===== src/rtl/seg7_pkg.sv =====
// seg7_pkg: shared types and constants for the 7-segment scan driver.
// Glyphs are active low, ordered ABCDEFG with segment A in bit 6.
package seg7_pkg;

  typedef logic [3:0] nibble_t;

  localparam logic [6:0] SEG_OFF = 7'b1111111;

  localparam logic [6:0] GLYPH_TABLE [16] = '{
    7'b0000001, 7'b1001111, 7'b0010010, 7'b0000110,
    7'b1001100, 7'b0100100, 7'b0100000, 7'b0001111,
    7'b0000000, 7'b0000100, 7'b0001000, 7'b1100000,
    7'b0110001, 7'b1000010, 7'b0110000, 7'b0111000
  };

endpackage


===== src/rtl/seg7_glyph_rom.sv =====
// seg7_glyph_rom: combinational hex nibble to active-low ABCDEFG glyph.
module seg7_glyph_rom
  import seg7_pkg::*;
(
  input  logic [3:0] nibble,
  output logic [6:0] glyph
);

  // table lookup of the glyph for the selected nibble
  always_comb begin
    glyph = GLYPH_TABLE[nibble];
  end

endmodule


===== src/rtl/seg7_scan_mux.sv =====
// seg7_scan_mux: time-multiplexed driver for an N-digit common-anode hex
// display. Data is captured into shadow registers on load and one digit is
// lit per slot of CLK_DIV cycles, with a dark guard cycle at every slot start.
// Optional macro SEG7_LEADING_ZERO_BLANK_EN darkens leading-zero digits.
module seg7_scan_mux
  import seg7_pkg::*;
#(
  parameter int NUM_DIGITS = 4,
  parameter int CLK_DIV    = 50000
) (
  input  logic                    clk,
  input  logic                    rst_n,
  input  logic [4*NUM_DIGITS-1:0] value_i,
  input  logic [NUM_DIGITS-1:0]   blank_i,
  input  logic [NUM_DIGITS-1:0]   dp_i,
  input  logic                    load,
  output logic [6:0]              seg7,
  output logic                    dp,
  output logic [NUM_DIGITS-1:0]   an,
  output logic                    frame_done
);

  localparam int PRESC_W = (CLK_DIV > 1) ? $clog2(CLK_DIV) : 1;
  localparam int IDX_W   = (NUM_DIGITS > 1) ? $clog2(NUM_DIGITS) : 1;
  localparam logic [PRESC_W-1:0] PRESC_MAX = PRESC_W'(CLK_DIV - 1);
  localparam logic [IDX_W-1:0]   IDX_MAX   = IDX_W'(NUM_DIGITS - 1);

  logic [PRESC_W-1:0]      presc_r;
  logic [IDX_W-1:0]        idx_r;
  logic [4*NUM_DIGITS-1:0] val_sh_r;
  logic [NUM_DIGITS-1:0]   blank_sh_r;
  logic [NUM_DIGITS-1:0]   dp_sh_r;
  logic [6:0]              seg7_r;
  logic                    dp_r;
  logic [NUM_DIGITS-1:0]   an_r;
  logic                    frame_done_r;

  logic                    tick_s;
  logic [3:0]              nibble_s;
  logic [6:0]              glyph_s;
  logic                    seg_dark_s;
  logic                    dp_dark_s;

  // slot boundary and the nibble of the digit currently being scanned
  always_comb begin
    tick_s   = (presc_r == PRESC_MAX);
    nibble_s = val_sh_r[4*int'(idx_r) +: 4];
  end

  seg7_glyph_rom u_glyph_rom (
    .nibble (nibble_s),
    .glyph  (glyph_s)
  );

`ifdef SEG7_LEADING_ZERO_BLANK_EN
  logic [NUM_DIGITS-1:0] lz_s;
  logic                  zero_above_s;

  // flag digits whose nibble and every higher nibble are zero; digit 0 never
  always_comb begin
    lz_s         = '0;
    zero_above_s = 1'b1;
    for (int d = NUM_DIGITS - 1; d >= 1; d--) begin
      zero_above_s = zero_above_s & (val_sh_r[4*d +: 4] == 4'h0);
      lz_s[d]      = zero_above_s;
    end
  end

  // leading-zero digits lose their segments but keep the decimal point
  always_comb begin
    seg_dark_s = blank_sh_r[idx_r] | lz_s[idx_r];
    dp_dark_s  = blank_sh_r[idx_r];
  end
`else
  // only the explicit per-digit blank darkens a digit
  always_comb begin
    seg_dark_s = blank_sh_r[idx_r];
    dp_dark_s  = blank_sh_r[idx_r];
  end
`endif

  // prescaler, digit index and end-of-frame pulse
  always_ff @(posedge clk or negedge rst_n) begin
    if (!rst_n) begin
      presc_r      <= '0;
      idx_r        <= '0;
      frame_done_r <= 1'b0;
    end else begin
      frame_done_r <= tick_s && (idx_r == IDX_MAX);
      if (tick_s) begin
        presc_r <= '0;
        if (idx_r == IDX_MAX) begin
          idx_r <= '0;
        end else begin
          idx_r <= idx_r + IDX_W'(1);
        end
      end else begin
        presc_r <= presc_r + PRESC_W'(1);
      end
    end
  end

  // shadow capture of the display data on load
  always_ff @(posedge clk or negedge rst_n) begin
    if (!rst_n) begin
      val_sh_r   <= '0;
      blank_sh_r <= '0;
      dp_sh_r    <= '0;
    end else if (load) begin
      val_sh_r   <= value_i;
      blank_sh_r <= blank_i;
      dp_sh_r    <= dp_i;
    end
  end

  // registered pin drivers; the first cycle of each slot is a dark guard
  always_ff @(posedge clk or negedge rst_n) begin
    if (!rst_n) begin
      seg7_r <= SEG_OFF;
      dp_r   <= 1'b1;
      an_r   <= '1;
    end else if (tick_s) begin
      an_r <= '1;
    end else begin
      an_r   <= ~(NUM_DIGITS'(1) << idx_r);
      seg7_r <= seg_dark_s ? SEG_OFF : glyph_s;
      dp_r   <= dp_dark_s ? 1'b1 : ~dp_sh_r[idx_r];
    end
  end

  assign seg7       = seg7_r;
  assign dp         = dp_r;
  assign an         = an_r;
  assign frame_done = frame_done_r;

endmodule


===== config.mk =====
export PLATFORM = sky130hd
export DESIGN_NAME = seg7_scan_mux
export DESIGN_NICKNAME = d
export VERILOG_FILES = /design/src/rtl/seg7_pkg.sv /design/src/rtl/seg7_glyph_rom.sv /design/src/rtl/seg7_scan_mux.sv
export SDC_FILE = /design/constraint.sdc
export NUM_CORES = 1
export LEC_CHECK = 0
export CORE_ASPECT_RATIO = 0.5
export CORE_MARGIN = 1
export CORE_UTILIZATION = 35
export DETAILED_ROUTE_END_ITERATION = 6
export SLEW_MARGIN = 40
export SYNTH_ARGS = -nofsm -noshare
export SYNTH_HDL_FRONTEND = slang
export SYNTH_SLANG_ARGS = --single-unit

===== constraint.sdc =====
create_clock -name clk -period 4.1 [get_ports clk]
set_clock_uncertainty 0.05 [all_clocks]
set_input_delay 1.025 -clock clk [delete_from_list [all_inputs] [get_ports clk]]
set_output_delay 1.025 -clock clk [all_outputs]
set_load 0.02 [all_outputs]

==> results.py, run 1 <==
metrics = {
    "detailed_routing": {
        "wl_per_cell_um": 13.9,
        "ant_nets": 0,
        "viasPerCell": 4.91,
        "drt_iter0_markers": 88,
        "drc": 0,
        "vias": 1676,
        "wirelength_um": 4740,
        "first_pass_iters": 4,
    },
    "sta": {
        "rsz0062_at_grt": "false",
        "final-hold-violation-count": 0,
        "finalSetupViolCount": 0,
        "maxClockFrequency_mhz": 402,
        "finalCritPeriodShare_pct": 60.7,
        "post-route-min-period_ns": 2.49,
        "totalNegativeSetupSlack_ns": 0,
        "tightest_slew_ns": 0.622,
        "drv_slew": 0,
        "relSlewSlack_pct": 58.3,
        "finalWorstSetupSlack_ns": 1.61,
    },
    "critical_path": {
        "critPathTopFamily": "buffers and inverters",
        "rr_startpoint": "idx_r[0]",
        "critPathMaxStageDelay_ns": 0.59,
        "start_kind": "flop",
        "criticalPathCategory": "reg2out",
        "slowest_stage": "clkdlybuf4s50_1",
        "crit_buf_inv": 1,
        "startpoint": "seg7[6]",
        "crit_arrival_ns": 1.41,
        "endpoint_kind": "primary output",
        "cp_cell_sequence": "clkdlybuf4s50_1",
        "path_max_fanout": 2,
        "cp.required_ns": 3.02,
    },
    "clocking": {
        "clock_latency_ns": 0.29,
        "cts_buffer_depth": 2,
        "cts-resized-gates": 0,
        "cts_sinks": 55,
        "post_cts.repair.setup_buffers": 0,
        "cts_tree": "done",
        "holdBufCountCts": 0,
        "root_buffer": "clkbuf_16",
        "cts_buffers": 5,
        "htreeDepth": 2,
        "path_clk_slew_ns": 0.06,
    },
    "floorplan": {
        "ioPinCount": 40,
        "rows": 21,
        "start_util_pct": 37.7,
        "core_um2": 6960,
        "fp.dieH_um": 63.3,
        "die_x_um": 125,
        "design.die.area_um2": 7870,
    },
    "global_routing": {
        "grt_pass1_wl_um": 8310,
        "antenna_found_initial": 0,
        "grt_overflow": 0,
        "grt_pass1_vias": 1805,
        "grt_max_degree": 52,
        "grt_usage_pct": 13.1,
    },
    "final_layout": {
        "final.fill_count": 634,
        "nNetsFinal": 286,
        "syn_to_final_growth_pct": 22.7,
        "post-route-util_pct": 46.3,
        "antenna-diode-count": 0,
        "drive_above_1_share_pct": 21.3,
    },
    "power_and_ir_drop": {
        "seq_power_share_pct": 51.4,
        "p_switching_mw": 0.272,
        "p_leak_nw": 1.36,
        "peakVddDrop_v": 0.000164,
        "cellPowerDensity_nw_per_um2": 365,
        "clockPowerShare_pct": 34.6,
        "p_comb_share_pct": 14.0,
        "p_int_mw": 0.903,
        "p_sw_share_pct": 23.1,
    },
    "logic_synthesis": {
        "synth_commonest_cells": "dfrtp_1 (43), mux2_2 (26), nor2_1 (19)",
        "synthDistinctLibCells": 37,
        "yosys.area.top_type": "dfrtp_1",
        "syn_avg_cell_area_um2": 12.5,
        "synth_area_leaders": "dfrtp_1 (41%), dfstp_2 (12%), mux2_2 (11%)",
        "yosys.area.top_type_share_pct": 41.0,
        "synth-edff-count": 0,
        "syn_area_um2": 2630,
        "ys_ff_latch": 55,
        "synth-main-ff-cell": "dfrtp_1",
        "syn_nets": 248,
        "async_reset_ff_share_pct": 100,
        "yosysSeqAreaShare_pct": 53.0,
        "syn_inst": 210,
        "post-synth-top-count-cell": "dfrtp_1",
        "yosys_warnings": 0,
    },
    "placement": {
        "dp_slack_ns": 1.74,
        "portBuffers": 39,
        "hpwl_um": 3430,
        "place_congestion": 0.784,
    },
    "hold_path": {
        "hp-class": "reg2reg",
        "hp-start": "presc_r[0]",
    },
    "status": {
        "outcome": "completed",
    },
    "run": {
        "drv_cap": 0,
    },
}
flip-flops by register name, indices dropped and copies added, names as in the netlist:
| signal | flops |
|---|---|
| presc_r | 16 |
| val_sh_r | 16 |
| seg7 | 7 |
| an | 4 |
| blank_sh_r | 4 |
| dp_sh_r | 4 |
| idx_r | 2 |
| dp | 1 |
| frame_done | 1 |
power groups by stage:
| stage | logic [mW] | registers (mW) | clock network [mW] |
|---|---|---|---|
| floorplan | 0.0814 | 0.625 | 0 |
| global placement | 0.164 | 0.613 | 0 |
| detailed placement | 0.167 | 0.615 | 0 |
| CTS | 0.168 | 0.604 | 0.422 |
| global route | 0.180 | 0.609 | 0.448 |
| finish | 0.165 | 0.604 | 0.406 |
per-stage QoR:
step                std cells  hold slack, ns  power [mW]  instance area, µm²
global route              341           0.446        1.24                3220
CTS                       341           0.403        1.19                3220
detailed placement        333           0.394       0.782                3080
finish                    341           0.404        1.17                3220
global placement          333           0.386       0.778                3080
floorplan                 210           0.374       0.707                2630
cell families (layout without fill, tap and decap cells):
kind of cell / count (synthesis) / after routing / synth area share, %
fa+ha+maj: 11 / 11 / 5.24
mux: 35 / 35 / 18.2
simple gates: 62 / 62 / 12.3
flops: 55 / 55 / 53.0
buf+inv: 17 / 56 / 3.10
xor+xnor: 12 / 12 / 4.00
compound gates: 18 / 18 / 4.19
cell type report:
type	instances	area [µm²]	area share (%)
well taps	92	115	3.57
flip-flops and latches	55	1390	43.2
inverters	8	30.0	0.932
repair buffers	40	390	12.1
clock buffers	6	129	4.00
multi-input cells	138	1150	35.8
clock inverters	2	12.5	0.388
routing by layer:
metal	track usage, %	vias up	wire (µm)
li1	-	809	-
met5	0	-	0
met4	4.22	0	46
met2	22.5	19	2300
met1	16.3	844	2260
met3	3.23	4	131
worst paths after layout:
path	endpoint	slack, ns	depth (start not counted)
min in group asynchronous	val_sh_r[6]	0.70	1
max reg2reg	seg7[3]	1.76	7
min	presc_r[0]	0.40	1
max in group asynchronous	dp	2.67	2
max	seg7[6]	1.61	1
min reg2reg	presc_r[0]	0.40	1
cells in the final DEF (no fill, tap or decap), types with 2 or more instances in the layout:
cell type and count:
nand3_1 6, nand4_1 3, and4_1 2, o21ai_0 3
ha_1 11, nor2_1 19, mux2_2 26, clkdlybuf4s50_1 37
xor2_1 10, mux4_2 2, mux4_1 4, nand3b_1 2
a31oi_1 5, xnor2_1 2, or3_1 2, clkbuf_16 5
a21oi_1 4, mux2i_1 2, buf_4 2, a21o_1 3
inv_1 8, nand2_1 15, nor4bb_1 2, and2_1 4
dfstp_2 12, dfrtp_1 43
(Power assumes the default switching activity.)
==> run 2, diff against run 1 <==
==> constraint.sdc (replaced) <==
create_clock -name clk -period 2.3 [get_ports clk]
set_clock_uncertainty 0.05 [all_clocks]
set_input_delay 0.575 -clock clk [delete_from_list [all_inputs] [get_ports clk]]
set_output_delay 0.575 -clock clk [all_outputs]
set_load 0.02 [all_outputs]
==> results.py, run 2 (same netlist as run 1, synthesis figures left out) <==
metrics = {
    "status": {
        "outcome": "completed",
    },
    "critical_path": {
        "crit_top_cell": "mux2i_1",
        "endpoint_kind": "flop",
        "reg2regPathDepth": 6,
        "path_max_fanout": 6,
        "cp_cell_sequence": "mux4_1, inv_1, ha_1, mux2i_1, mux2i_1, a21oi_1",
        "criticalPathCategory": "reg2reg",
        "critPathMaxStageDelay_ns": 0.68,
        "start_kind": "flop",
        "crit_arrival_ns": 2.26,
        "slowest_stage": "mux4_1",
        "cp.required_ns": 2.47,
    },
    "final_layout": {
        "final_common_cell": "dfrtp_1",
        "nNetsFinal": 292,
        "post-route-util_pct": 47.4,
        "drive_above_1_share_pct": 23.1,
        "layout_common_cells": "dfrtp_1 (42), clkdlybuf4s50_1 (38), mux2_2 (26)",
        "syn_to_final_growth_pct": 25.6,
        "final.fill_count": 622,
        "antenna-diode-count": 0,
    },
    "detailed_routing": {
        "ant_nets": 0,
        "wl_per_cell_um": 14.1,
        "wirelength_um": 4880,
        "drc": 0,
        "vias": 1688,
        "first_pass_iters": 4,
        "viasPerCell": 4.86,
        "drt_iter0_markers": 86,
    },
    "sta": {
        "whs_ns": 0.192,
        "maxClockFrequency_mhz": 479,
        "finalCritPeriodShare_pct": 90.7,
        "rsz0062_at_grt": "false",
        "finalWorstSetupSlack_ns": 0.214,
        "drv_slew": 0,
        "totalNegativeSetupSlack_ns": 0,
        "tightest_slew_ns": 0.531,
        "final-hold-violation-count": 0,
        "finalSetupViolCount": 0,
        "relSlewSlack_pct": 64.5,
        "post-route-min-period_ns": 2.09,
    },
    "clocking": {
        "cts_buffers": 5,
        "clock_latency_ns": 0.29,
        "cts_tree": "done",
        "htreeDepth": 2,
        "cts_buffer_depth": 2,
        "root_buffer": "clkbuf_16",
        "cts_sinks": 55,
        "post_cts.repair.setup_buffers": 0,
        "path_clk_slew_ns": 0.07,
    },
    "floorplan": {
        "die_x_um": 125,
        "ioPinCount": 40,
        "fp.dieH_um": 63.3,
        "core_um2": 6960,
        "start_util_pct": 37.7,
        "rows": 21,
        "design.die.area_um2": 7870,
    },
    "global_routing": {
        "grt_overflow": 0,
        "grt_pass1_vias": 1756,
        "antenna_found_initial": 0,
        "grt_pass1_wl_um": 8330,
        "grt_max_degree": 25,
        "grt_usage_pct": 13.5,
    },
    "hold_path": {
        "hp-class": "in2async",
    },
    "power_and_ir_drop": {
        "cellPowerDensity_nw_per_um2": 657,
        "power_mw": 2.17,
        "p_leak_nw": 1.40,
        "peakVddDrop_v": 0.000267,
    },
    "run": {
        "drv_cap": 0,
    },
    "placement": {
        "hpwl_um": 3710,
        "place_congestion": 0.809,
        "dp_slack_ns": 0.126,
        "portBuffers": 39,
    },
}
-- run 2: what timing repair did --
action	in CTS	in global routing
hold buffers	0	0
endpoints found under the setup margin	0	1
gates resized for setup	0	1
-- run 2: per-layer routing --
| metal | track usage, % | part of all wire (%) | up-vias |
|---|---|---|---|
| li1 | - | - | 821 |
| met1 | 17.2 | 47 | 838 |
| met2 | 22.3 | 49 | 25 |
| met3 | 3.06 | 2.6 | 4 |
| met4 | 5.42 | 1.4 | 0 |
| met5 | 0 | 0 | - |
-- run 2: final timing paths --
path / start / to / slack [ns]
setup / recovery: idx_r[0] / seg7[3] / 0.21
hold / removal: rst_n / val_sh_r[10] / 0.19
setup reg to reg: idx_r[0] / seg7[3] / 0.21
hold reg to reg: presc_r[0] / presc_r[0] / 0.40
max in group asynchronous: rst_n / seg7[6] / 1.36
min in group clk: presc_r[0] / presc_r[0] / 0.40
-- run 2: through the flow --
step	cells	area [µm²]
after floorplan	210	2630
after global placement	339	3140
after detailed placement	339	3140
after CTS	347	3300
after global routing	347	3300
final	347	3300
-- run 2: power by group --
group / switching, mW / total (mW) / internal (mW) / leakage [nW]
clock network: 0.324 / 0.788 / 0.464 / 0.0772
logic: 0.133 / 0.299 / 0.166 / 0.665
registers: 0.0340 / 1.08 / 1.05 / 0.656
total: 0.491 / 2.17 / 1.68 / 1.40
-- run 2: cell type report --
cell class | instances | area [µm²] | share of cell area, %
flip-flops and latches | 55 | 1390 | 42.2
well taps | 92 | 115 | 3.49
multi-input cells | 138 | 1150 | 35.0
repair buffers | 46 | 450 | 13.7
inverters | 8 | 30.0 | 0.910
clock buffers | 8 | 156 | 4.74
-- run 2: critical path: cells and delay by family, from the launching register on --
family,cells,cell delay (ns)
mux,3,0.92
flops,1,0.46
fa+ha+maj,1,0.27
buf+inv,1,0.18
compound gates,1,0.15
